===== src/rtl/reg_scoreboard.sv =====
// Register scoreboard: per-register pending-write counters that gate instruction issue on
// read-after-write hazards and on counter saturation, with same-cycle writeback forwarding.
module reg_scoreboard #(
  parameter int unsigned NREG   = 128,
  parameter int unsigned IW     = 7,
  parameter int unsigned CW     = 2,
  parameter bit          FWD_EN = 1'b1
) (
  input  logic            clk,
  input  logic            rst_n,
  input  logic            iss_valid,
  input  logic [IW-1:0]   iss_rd1,
  input  logic [IW-1:0]   iss_rd2,
  input  logic [IW-1:0]   iss_wr,
  input  logic            wb_valid,
  input  logic [IW-1:0]   wb_reg,
  input  logic            flush,
  output logic            stall,
  output logic            iss_fire,
  output logic [NREG-1:0] busy,
  output logic [7:0]      inflight,
  output logic            err_underflow
);

  localparam logic [CW-1:0] CntMax = {CW{1'b1}};
  localparam logic [CW-1:0] CntOne = CW'(1);

  // Out-of-range indices alias to register 0, which is never tracked.
  function automatic logic [IW-1:0] f_norm(input logic [IW-1:0] idx);
    if (32'(idx) < NREG) return idx;
    return '0;
  endfunction

  logic [CW-1:0] r_cnt [NREG];
  logic [CW-1:0] w_cnt_d [NREG];
  logic [7:0]    r_inflight;
  logic [7:0]    w_inflight_d;
  logic          r_err;

  logic [IW-1:0] w_rd1, w_rd2, w_wr, w_wb;
  logic [CW-1:0] w_cnt_rd1, w_cnt_rd2, w_cnt_wr, w_cnt_wb;
  logic          w_fwd1, w_fwd2, w_haz1, w_haz2, w_sat;
  logic          w_inc, w_dec, w_under;

  assign w_rd1 = f_norm(iss_rd1);
  assign w_rd2 = f_norm(iss_rd2);
  assign w_wr  = f_norm(iss_wr);
  assign w_wb  = f_norm(wb_reg);

  assign w_cnt_rd1 = r_cnt[w_rd1];
  assign w_cnt_rd2 = r_cnt[w_rd2];
  assign w_cnt_wr  = r_cnt[w_wr];
  assign w_cnt_wb  = r_cnt[w_wb];

  // A source may proceed only if the writeback retiring this cycle is its last pending writer.
  assign w_fwd1 = FWD_EN && wb_valid && (w_wb == w_rd1) && (w_cnt_rd1 == CntOne);
  assign w_fwd2 = FWD_EN && wb_valid && (w_wb == w_rd2) && (w_cnt_rd2 == CntOne);
  assign w_haz1 = (w_rd1 != '0) && (w_cnt_rd1 != '0) && !w_fwd1;
  assign w_haz2 = (w_rd2 != '0) && (w_cnt_rd2 != '0) && !w_fwd2;
  assign w_sat  = (w_wr != '0) && (w_cnt_wr == CntMax);

  assign stall    = iss_valid && (w_haz1 || w_haz2 || w_sat);
  assign iss_fire = iss_valid && !stall;

  assign w_inc   = iss_fire && (w_wr != '0);
  assign w_dec   = wb_valid && (w_wb != '0) && (w_cnt_wb != '0);
  assign w_under = wb_valid && (w_wb != '0) && (w_cnt_wb == '0);

  always_comb begin
    for (int i = 0; i < int'(NREG); i++) begin
      w_cnt_d[i] = r_cnt[i];
      if (flush) begin
        w_cnt_d[i] = '0;
      end else if (w_inc && (w_wr == IW'(i)) && !(w_dec && (w_wb == IW'(i)))) begin
        w_cnt_d[i] = r_cnt[i] + CntOne;
      end else if (w_dec && (w_wb == IW'(i)) && !(w_inc && (w_wr == IW'(i)))) begin
        w_cnt_d[i] = r_cnt[i] - CntOne;
      end
    end
  end

  // Total saturates rather than wrapping when many registers are pending at once.
  always_comb begin
    w_inflight_d = r_inflight;
    if (flush) begin
      w_inflight_d = '0;
    end else if (w_inc && !w_dec) begin
      if (r_inflight != 8'hFF) w_inflight_d = r_inflight + 8'd1;
    end else if (w_dec && !w_inc) begin
      if (r_inflight != 8'h00) w_inflight_d = r_inflight - 8'd1;
    end
  end

  always_ff @(posedge clk or negedge rst_n) begin
    if (!rst_n) begin
      for (int i = 0; i < int'(NREG); i++) r_cnt[i] <= '0;
      r_inflight <= '0;
      r_err      <= 1'b0;
    end else begin
      for (int i = 0; i < int'(NREG); i++) r_cnt[i] <= w_cnt_d[i];
      r_inflight <= w_inflight_d;
      r_err      <= r_err | w_under;
    end
  end

  always_comb begin
    for (int i = 0; i < int'(NREG); i++) busy[i] = (r_cnt[i] != '0);
  end

  assign inflight      = r_inflight;
  assign err_underflow = r_err;

endmodule


===== config.mk =====
export PLATFORM = sky130hd
export DESIGN_NAME = reg_scoreboard
export DESIGN_NICKNAME = d
export VERILOG_FILES = /design/src/rtl/reg_scoreboard.sv
export SDC_FILE = /design/constraint.sdc
export NUM_CORES = 1
export LEC_CHECK = 0
export CAP_MARGIN = 20
export CORE_ASPECT_RATIO = 1.25
export CORE_MARGIN = 10
export CORE_UTILIZATION = 45
export DETAILED_ROUTE_END_ITERATION = 6
export PLACE_DENSITY = 0.63
export REMOVE_ABC_BUFFERS = 1
export SLEW_MARGIN = 20
export SYNTH_ARGS = -nofsm -noshare
export SYNTH_HDL_FRONTEND = slang
export SYNTH_SLANG_ARGS = --single-unit
export TNS_END_PERCENT = 50

===== constraint.sdc =====
create_clock -name clk -period 8.7 [get_ports clk]
set_clock_uncertainty 0.2 [all_clocks]
set_input_delay 1.74 -clock clk [delete_from_list [all_inputs] [get_ports clk]]
set_output_delay 1.74 -clock clk [all_outputs]
set_load 0.05 [all_outputs]

# Word-level counts from Yosys, hierarchy flattened
# Cells that the tools add are included.
[word_totals] ff_bits=265 inputBits=33 elab_cells=2121 out_inout_bits=139
[op_classes] reduce_logical=1062 eq_ne=261 add_sub_neg=258 bitwise=5 muxes=401 n_lt_le_gt_ge=4
[op_table] cell="$eq A7 B7 Y1 const B" n=128
[op_table] cell="$mux W2" n=392
[op_table] cell="$logic_and A1 B1 Y1" n=529
[op_table] cell="$eq A7 B6 Y1 const B" n=64
[op_table] cell="$reduce_bool A3 Y1" n=130
[op_table] cell="$reduce_bool A2 Y1" n=131
[op_table] cell="$logic_not A1 Y1" n=261
[op_table] cell="$add A2 B1 Y2 const B" n=128
[op_table] cell="$sub A2 B1 Y2 const B" n=128
[op_table] cell="$eq A7 B5 Y1 const B" n=32
[op_table] cell="$eq A7 B4 Y1 const B" n=16
[op_table] cell="$bmux W2 S7" n=4
[op_table] cell="$eq A7 B3 Y1 const B" n=8
[op_table] cell="$mux W8" n=5
[op_table] cell="$ge A8 B8 Y1 const B" n=4
[op_table] cell="$not A7 Y8" n=4
[op_table] cell="$eq A7 B2 Y1 const B" n=4
[op_table] cell="$reduce_bool A7 Y1" n=4
[op_table] cell="$eq A7 B1 Y1 const B" n=2
[op_table] cell="$eq A7 B7 Y1" n=2
[op_table] cell="$logic_not A7 Y1" n=2
[op_table] cell="$add A8 B1 Y8 const B" n=1
[op_table] cell="$ne A8 B8 Y1 const B" n=1
[op_table] cell="$reduce_bool A8 Y1" n=1
[op_table] cell="8 further kinds" n=10

# Depth between registers and ports, before layout
# Gate-level depths: netlist of the first run.
[logic_depth] depth_word=20 mapped_depth=25 ltp_nobuf=19

# Least setup slack after synthesis of the first run
# OpenSTA, ideal clock, no wires.
[synth_timing] path_kind="input port to output port" startpoint="in iss_wr[0]" endpoint="out iss_fire" path_slack_ns=2.109 path_buffers=5 required_ns=6.760 stages=12 t_arrival_ns=4.651 cell_sequence="buf_2 > buf_2 > buf_2 > mux4_2 > a22oi_1 > a311oi_1 > a31oi_1 > o22ai_1 > a211oi_2 > buf_4 > buf_2 > and2_1"
[synth_between] elab_chain_cells=10 word_cells_on_any_way=11 cone_classes="1 x eq/ne; 3 x mux; 1 x bitwise; 6 x reduce/logical"
[synth_lines] item="start, declared" line="14" text="input logic [IW-1:0] iss_wr,"
[synth_lines] item="$not A7 Y8 (not written as such)" line="52" text="assign w_cnt_wr = r_cnt[w_wr];"
[synth_lines] item="$bmux W2 S7" line="52"
[synth_lines] item="$mux W2 (not written as such) (2 in series)" line="52"
[synth_lines] item="$eq A2 B2 Y1" line="60" text="assign w_sat = (w_wr != '0) && (w_cnt_wr == CntMax);"
[synth_lines] item="$logic_and A1 B1 Y1 *" line="60"
[synth_lines] item="$logic_or A1 B1 Y1 *" line="62" text="assign stall = iss_valid && (w_haz1 || w_haz2 || w_sat);"
[synth_lines] item="$logic_and A1 B1 Y1 *" line="62"
[synth_lines] item="$logic_not A1 Y1 *" line="63" text="assign iss_fire = iss_valid && !stall;"
[synth_lines] item="$logic_and A1 B1 Y1 *" line="63"
[synth_lines] item="end, declared" line="19" text="output logic iss_fire,"
# Every way passes the cells marked *; elsewhere a longest branch is shown, timed or not. The select of a mux whose other input is x is not followed.

# Worst setup path after layout of the first run
[layout_timing] startpoint="in iss_wr[1]" endpoint="out iss_fire"
# Same word-level chain as after synthesis.

==> results of run 1 <==
-- synth_stat cells (14+ instances only) --
| library cell | count | area share, % |
|---|---|---|
| buf_2 | 54 | 1.1 |
| or3_1 | 77 | 2.0 |
| o31ai_1 | 18 | 0.56 |
| nor3_1 | 182 | 3.8 |
| xor2_1 | 77 | 2.8 |
| clkbuf_1 | 150 | 2.3 |
| nor2_1 | 234 | 3.6 |
| nor4_2 | 21 | 1.1 |
| o41ai_1 | 19 | 0.69 |
| nor4_1 | 50 | 1.3 |
| and2_1 | 31 | 0.80 |
| o32ai_1 | 14 | 0.51 |
| and3_1 | 124 | 3.2 |
| mux4_2 | 172 | 16 |
| o211ai_1 | 29 | 0.90 |
| dfrtp_1 | 265 | 28 |
| nand2b_1 | 40 | 1.0 |
| mux2i_1 | 108 | 4.5 |
| or2_2 | 72 | 1.9 |
| nand2_1 | 79 | 1.2 |
| o21ai_0 | 67 | 1.4 |
| a21oi_1 | 187 | 3.9 |
| inv_1 | 94 | 1.5 |
| buf_4 | 16 | 0.50 |
| a22oi_1 | 118 | 3.7 |
| nand4_1 | 27 | 0.70 |
| xnor2_1 | 96 | 3.5 |
| nand3_1 | 20 | 0.42 |
| a31oi_1 | 25 | 0.65 |
| nor2b_1 | 42 | 1.1 |
-- cell families (layout without fill, tap and decap cells) --
logic type	Yosys count	in the layout	share of synthesized area, %
multiplexers	291	291	21.06
buffers and inverters	336	415	6.107
adder cells (fa/ha/maj)	9	9	0.4982
XOR/XNOR	173	173	6.284
AND/OR/NAND/NOR	1025	1025	23.16
flip-flops	265	265	27.50
AO/OA/AOI/OAI	569	569	15.39
other	0	3	0
-- state kept, by name (all words and copies together) (netlist names) --
register       flops
r_cnt            256
inflight           8
err_underflow      1
-- layout make-up --
type,instances,area (um2)
antenna,3,7.507
clock inverter,7,66.31
timing repair buffer,259,2406
sequential,265,6631
fill,4868,25330
tap,672,840.8
inverter,95,356.6
multi-input combinational,2067,16130
clock buffer,54,1040
-- worst reg2reg max path, delay by kind of cell, from the launching register on --
family / cells / cell delay (ns)
AO/OA/AOI/OAI: 11 / 2.52
adder cells (fa/ha/maj): 1 / 0.42
flip-flops: 1 / 0.48
multiplexers: 2 / 0.83
AND/OR/NAND/NOR: 3 / 1.09
-- through the flow --
step | instances | hold slack [ns] | area [um2] | power [mW] | setup slack [ns]
floorplan | 2427 | 0.3290 | 23000 | 1.620 | 1.591
global placement | 3358 | 0.2690 | 26340 | 1.972 | 1.031
detailed placement | 3358 | 0.2733 | 26360 | 1.974 | 1.084
CTS | 3419 | 0.2919 | 27460 | 3.417 | 1.411
global route | 3420 | 0.3025 | 27470 | 3.523 | 1.224
finish | 3422 | 0.2924 | 27480 | 3.428 | 1.201
-- routing by layer --
layer	wire, um	share of wire [%]	global-route usage (%)	vias to the layer above
met5	32	0.028	0	-
met4	8871	7.7	24.04	4
met3	13710	12	9.577	446
met2	50440	44	52.77	1753
met1	41630	36	44.27	12278
li1	-	-	-	10126
-- power breakdown --
| group | switching, mW | total (mW) | leakage (nW) | internal (mW) |
|---|---|---|---|---|
| combinational | 0.473 | 0.694 | 7.24 | 0.220 |
| clock | 0.608 | 1.46 | 0.541 | 0.852 |
| sequential | 0.0261 | 1.27 | 3.69 | 1.25 |
| total | 1.11 | 3.43 | 11.5 | 2.32 |
-- path summary, 6_finish.rpt --
path | startpoint | endpoint | slack, ns | cells after the start
setup / recovery | iss_wr[1] | iss_fire | 1.20 | 11
hold reg to reg | err_underflow$_DFF_PN0_ | err_underflow$_DFF_PN0_ | 0.29 | 1
max in group asynchronous | rst_n | r_cnt[60]$_DFFE_PN0P_ | 5.82 | 2
setup reg to reg | r_cnt[43]$_DFFE_PN0P_ | inflight[7]$_DFFE_PN0P_ | 3.07 | 17
min in group asynchronous | rst_n | r_cnt[73]$_DFFE_PN0P_ | 0.99 | 1
hold / removal | err_underflow$_DFF_PN0_ | err_underflow$_DFF_PN0_ | 0.29 | 1
==> summary.md, run 1 <==
| Metric | Value |
|---|---|
| Status | finished, final reports clean |
| DP HPWL | 80800 um |
| GP Congestion | 1.078 |
| Share of cells above drive strength 1 | 16.31% |
| ANT nets after route | 0 |
| CP arrival | 5.56 ns |
| Die Y | 278.8 um |
| Io pins | 172 |
| Ys Warns | 0 |
| DRT Pass-1 Iters | 6 |
| Port buffer count | 171 |
| Fin crit period | 7.499 ns |
| Drt total wl | 114700 um |
| Largest net degree at the start of global routing | 164 |
| Die Wd | 227.0 um |
| Critical path class | in -> out |
| RSZ-0062 raised after global routing | no |
| First-pass GRT wire length | 165100 um |
| Initial Util | 45.66% |
| Post-synthesis area per instance | 9.038 um2 |
| Rows | 94 |
| Critical Path End Type | output pin |
| Clk sinks | 265 |
| DR iter-0 viols | 3547 |
| Pwr Density | 124.8 nW/um2 |
| DR vias | 24607 |
| Yosys reg bits | 265 |
| Worst Hold Class | reg -> reg |
| Post-Syn Instances | 2668 |
| Final hold viol count | 0 |
| H-Tree Depth | 2 |
| Core Area | 52810 um2 |
| Leakage Power | 11.47 nW |
| Slew Limit Fails | 0 |
| Vias in the first global route | 23635 |
| Most frequent cells in the layout | 265 x dfrtp_1, 229 x nor2_1, 187 x a21oi_1, 175 x nor3_1, 172 x mux4_2 |
| Util after Layout | 52.03% |
| TritonCTS clock tree | yes |
| Setup_tns | 0 ns |
| Grt ovf | 0 |
| Critical Path Source Type | primary input |
| Netlist cell types | 70 |
| Seq/Total Area, Yosys | 27.50% |
| Post-synth EDFFs | 0 |
| CP max-delay cell | buf_4 |
| CTS Buf Count | 35 |
| Required @ worst endpoint | 6.76 ns |
| Tot GR Track Use | 35.45% |
| Nets | 2765 |
| Initial antenna violation count | 5 |
| Final setup violation count | 0 |
| CTS Root Cell | clkbuf_16 |
| Total die area | 63300 um2 |
| DRC | 0 |
| Fmax | 0.1333 GHz |
| Layout area overhead | 13.95% |
| Max VDD drop | 0.1384 mV |
| Ys flop type | dfrtp_1 |
| Clock latency on the worst-skew pair | 0.57 ns |
| Transition time of the tightest slew-check pin | 1.269 ns |
| CP Cell Sequence | buf_4 -> buf_4 -> mux4_2 -> a22o_1 -> a221oi_1 -> o22ai_1 -> nor3_1 -> o22ai_1 -> a211oi_4 -> and2_1 -> buf_12 |
| Period utilization | 86.20% |
| DR WL/cell | 33.51 um |
| Post-Syn Area | 24110 um2 |
| Hold Buf Count CTS | 0 |
| Postcts setup bufs | 0 |
| Vias per cell | 7.191 |
| Max Root-Sink Buffers | 3 |
| Worst slew margin | 15.19% |
| Max-cap violation count | 0 |
| Critical path's largest stage delay | 0.57 ns |
| Post_cts resized | 0 |
| Crit-path leading delay family | compound AO/OA/AOI/OAI gates |
| Clk pin slew, worst setup/hold paths | 0.06 ns |
| Critical-path maximum fanout | 49 |
| CP bufs+invs | 3 |
| Commonest non-fill, non-tap cell in the layout | dfrtp_1 |
| Async SR Flop Fraction | 100.0% |
No activity file was read; power rests on OpenSTA's default activity.
==> run 2, diff against run 1 <==
--- a/config.mk
+++ b/config.mk
@@ -8,9 +8,9 @@
 export CAP_MARGIN = 20
 export CORE_ASPECT_RATIO = 1.25
 export CORE_MARGIN = 10
-export CORE_UTILIZATION = 45
+export CORE_UTILIZATION = 40
 export DETAILED_ROUTE_END_ITERATION = 6
-export PLACE_DENSITY = 0.63
+export PLACE_DENSITY = 0.57
 export REMOVE_ABC_BUFFERS = 1
 export SLEW_MARGIN = 20
 export SYNTH_ARGS = -nofsm -noshare
==> summary.md, run 2 (same netlist as run 1, synthesis figures left out) <==
| Metric | Value |
|---|---|
| Largest register FFs | 256 (unchanged) |
| Drt total wl | 119800 um (+4.5%) |
| Final instance area | 27750 um2 (+0.99%) |
| DR vias | 24470 (-0.56%) |
| Clk sinks | 265 (unchanged) |
| Failing checks | design-rule violations |
| GP Congestion | 1.021 (-5.3%) |
| Crit-path leading delay family | compound AO/OA/AOI/OAI gates |
| Layout area overhead | 15.08% |
| Leakage Power | 11.55 nW (+0.68%) |
| Pwr Density | 125.3 nW/um2 (+0.42%) |
| CTS Root Cell | clkbuf_16 |
| Critical path class | in -> out |
| Min Hold Slack | 0.3012 ns (+0.008859 ns) |
| CP Cell Sequence | buf_2 -> buf_4 -> nor2b_1 -> a22oi_1 -> a21oi_1 -> nor4_1 -> a221oi_1 -> nor4b_1 -> a211oi_4 -> and2_1 -> buf_12 |
| Clk pin slew, worst setup/hold paths | 0.06 ns (about the same) |
| Io pins | 172 (unchanged) |
| Port buffer count | 171 (unchanged) |
| Post_cts resized | 0 (unchanged) |
| Initial Util | 40.40% (-5.3 points) |
| Postcts setup bufs | 0 (unchanged) |
| Commonest non-fill, non-tap cell in the layout | dfrtp_1 |
| Die Wd | 239.6 um (+5.5%) |
| Rows | 100 (+6.4%) |
| Final setup violation count | 0 (unchanged) |
| CP bufs+invs | 3 (unchanged) |
| Period utilization | 87.98% (+1.8 points) |
| Final hold viol count | 0 (unchanged) |
| TritonCTS clock tree | yes |
| First-pass GRT wire length | 171400 um (+3.8%) |
| DRT Pass-1 Iters | 7 (+1) |
| Max-cap violation count | 0 (unchanged) |
| Nets | 2777 (+0.43%) |
| CTS Buf Count | 34 (-2.9%) |
| Most frequent cells in the layout | 265 x dfrtp_1, 226 x nor2_1, 187 x a21oi_1, 175 x nor3_1, 172 x mux4_2 |
| Vias in the first global route | 23592 (-0.18%) |
| Fill cells | 5701 (+17%) |
| Die Y | 294.5 um (+5.6%) |
| H-Tree Depth | 2 (unchanged) |
| Util after Layout | 46.49% (-5.5 points) |
| RSZ-0062 raised after global routing | no |
| Transition time of the tightest slew-check pin | 1.151 ns (-0.1185 ns) |
| Placed Area | 26630 um2 (+1.0%) |
| Max VDD drop | 0.1907 mV (+38%) |
| Core Area | 59680 um2 (+13%) |
| DRC | 2 (+2) |
| Setup_tns | 0 ns (unchanged) |
| Reg with most FFs | r_cnt |
| Initial antenna violation count | 2 (-3) |
| CP arrival | 5.71 ns (+0.15 ns) |
| Critical Path End Type | output pin |
| Total die area | 70560 um2 (+11%) |
| Share of cells above drive strength 1 | 16.80% (+0.49 points) |
| Slew Limit Fails | 0 (unchanged) |
| Hold Buf Count CTS | 0 (unchanged) |
| CP max-delay cell | nor2b_1 |
| DR WL/cell | 34.02 um (+1.5%) |
| Grt ovf | 0 (unchanged) |
| Status | finished with violations |
| DR iter-0 viols | 3650 (+2.9%) |
| Worst Hold Class | reg -> reg |
| Clock latency on the worst-skew pair | 0.57 ns (about the same) |
| Largest net degree at the start of global routing | 159 (-3.0%) |
| ANT nets after route | 0 (unchanged) |
| Tot GR Track Use | 33.28% (-2.2 points) |
| Critical Path Source Type | primary input |
| Vias per cell | 6.948 (-3.4%) |
| Required @ worst endpoint | 6.76 ns (about the same) |
| Fmax | 0.1306 GHz (-2.0%) |
| Critical path's largest stage delay | 0.66 ns (+0.09 ns) |
| DP HPWL | 86340 um (+6.9%) |
| Max Root-Sink Buffers | 3 (unchanged) |
| Critical-path maximum fanout | 26 (-47%) |
| Fin crit period | 7.654 ns (+0.1549 ns) |
| Worst slew margin | 22.88% (+7.7 points) |
-- run 2: changes by cell type in the layout (fill, tap and decap cells not counted), sizes merged --
cell,before,now
clkbuf,54,52
buf,99,112
diode,3,1
clkinv,4,2
bufinv,1,2
inv,96,95
-- run 2: layout make-up --
| class | count | area [um2] | share of cell area (%) |
|---|---|---|---|
| well taps | 765 | 957.2 | 3.449 |
| repair buffers | 272 | 2544 | 9.167 |
| clock inverters | 5 | 77.57 | 0.2796 |
| multi-input cells | 2067 | 16140 | 58.16 |
| diodes | 1 | 2.502 | 0.009018 |
| inverters | 95 | 356.6 | 1.285 |
| flip-flops and latches | 265 | 6631 | 23.90 |
| clock buffers | 52 | 1042 | 3.756 |
-- run 2: path summary, 6_finish.rpt --
path                                              start                       to  slack (ns)  cells after the start
worst max-delay path                         iss_rd1[1]                 iss_fire        1.05                     11
worst min-delay path            err_underflow$_DFF_PN0_  err_underflow$_DFF_PN0_        0.30                      1
worst max register to register   r_cnt[226]$_DFFE_PN0P_  inflight[7]$_DFFE_PN0P_        3.15                     17
worst min register to register  err_underflow$_DFF_PN0_  err_underflow$_DFF_PN0_        0.30                      1
max in group asynchronous                         rst_n    r_cnt[43]$_DFFE_PN0P_        5.95                      2
min in group asynchronous                         rst_n    r_cnt[82]$_DFFE_PN0P_        0.93                      1
-- run 2: where the power goes --
part | internal (mW) | total (mW) | switching [mW]
clock | 0.881 | 1.49 | 0.606
combinational | 0.226 | 0.719 | 0.492
sequential | 1.25 | 1.27 | 0.0235
total | 2.35 | 3.48 | 1.12
-- run 2: worst reg2reg max path: stages, from the launching register on --
cell and delay [ns]:
dfrtp_1 0.50, or2_2 0.36, mux4_2 0.47, mux2i_1 0.57, o221ai_1 0.23, a211o_1 0.43, nand2_1 0.16, nor2_1 0.07
nand3b_1 0.46, ha_1 0.46, a21o_1 0.11, a21oi_1 0.09, o21ai_0 0.30, a21o_1 0.17, a21oi_1 0.07, or2_2 0.28
o2bb2ai_1 0.18, mux2_1 0.34
-- run 2: layer usage --
metal  GRT usage (%)  wire length (um)
met1           41.54             45860
met2           52.25             54870
met3           6.747             10880
met4           20.03              8214
met5               0                 0
-- run 2: per-stage QoR --
stage,std cells,setup WS [ns],total power [mW]
after global placement,3462,0.5785,1.993
after global routing,3521,1.032,3.570
after detailed placement,3464,0.7935,1.999
final,3522,1.046,3.476
after CTS,3521,1.135,3.480
after floorplan,2427,1.591,1.620
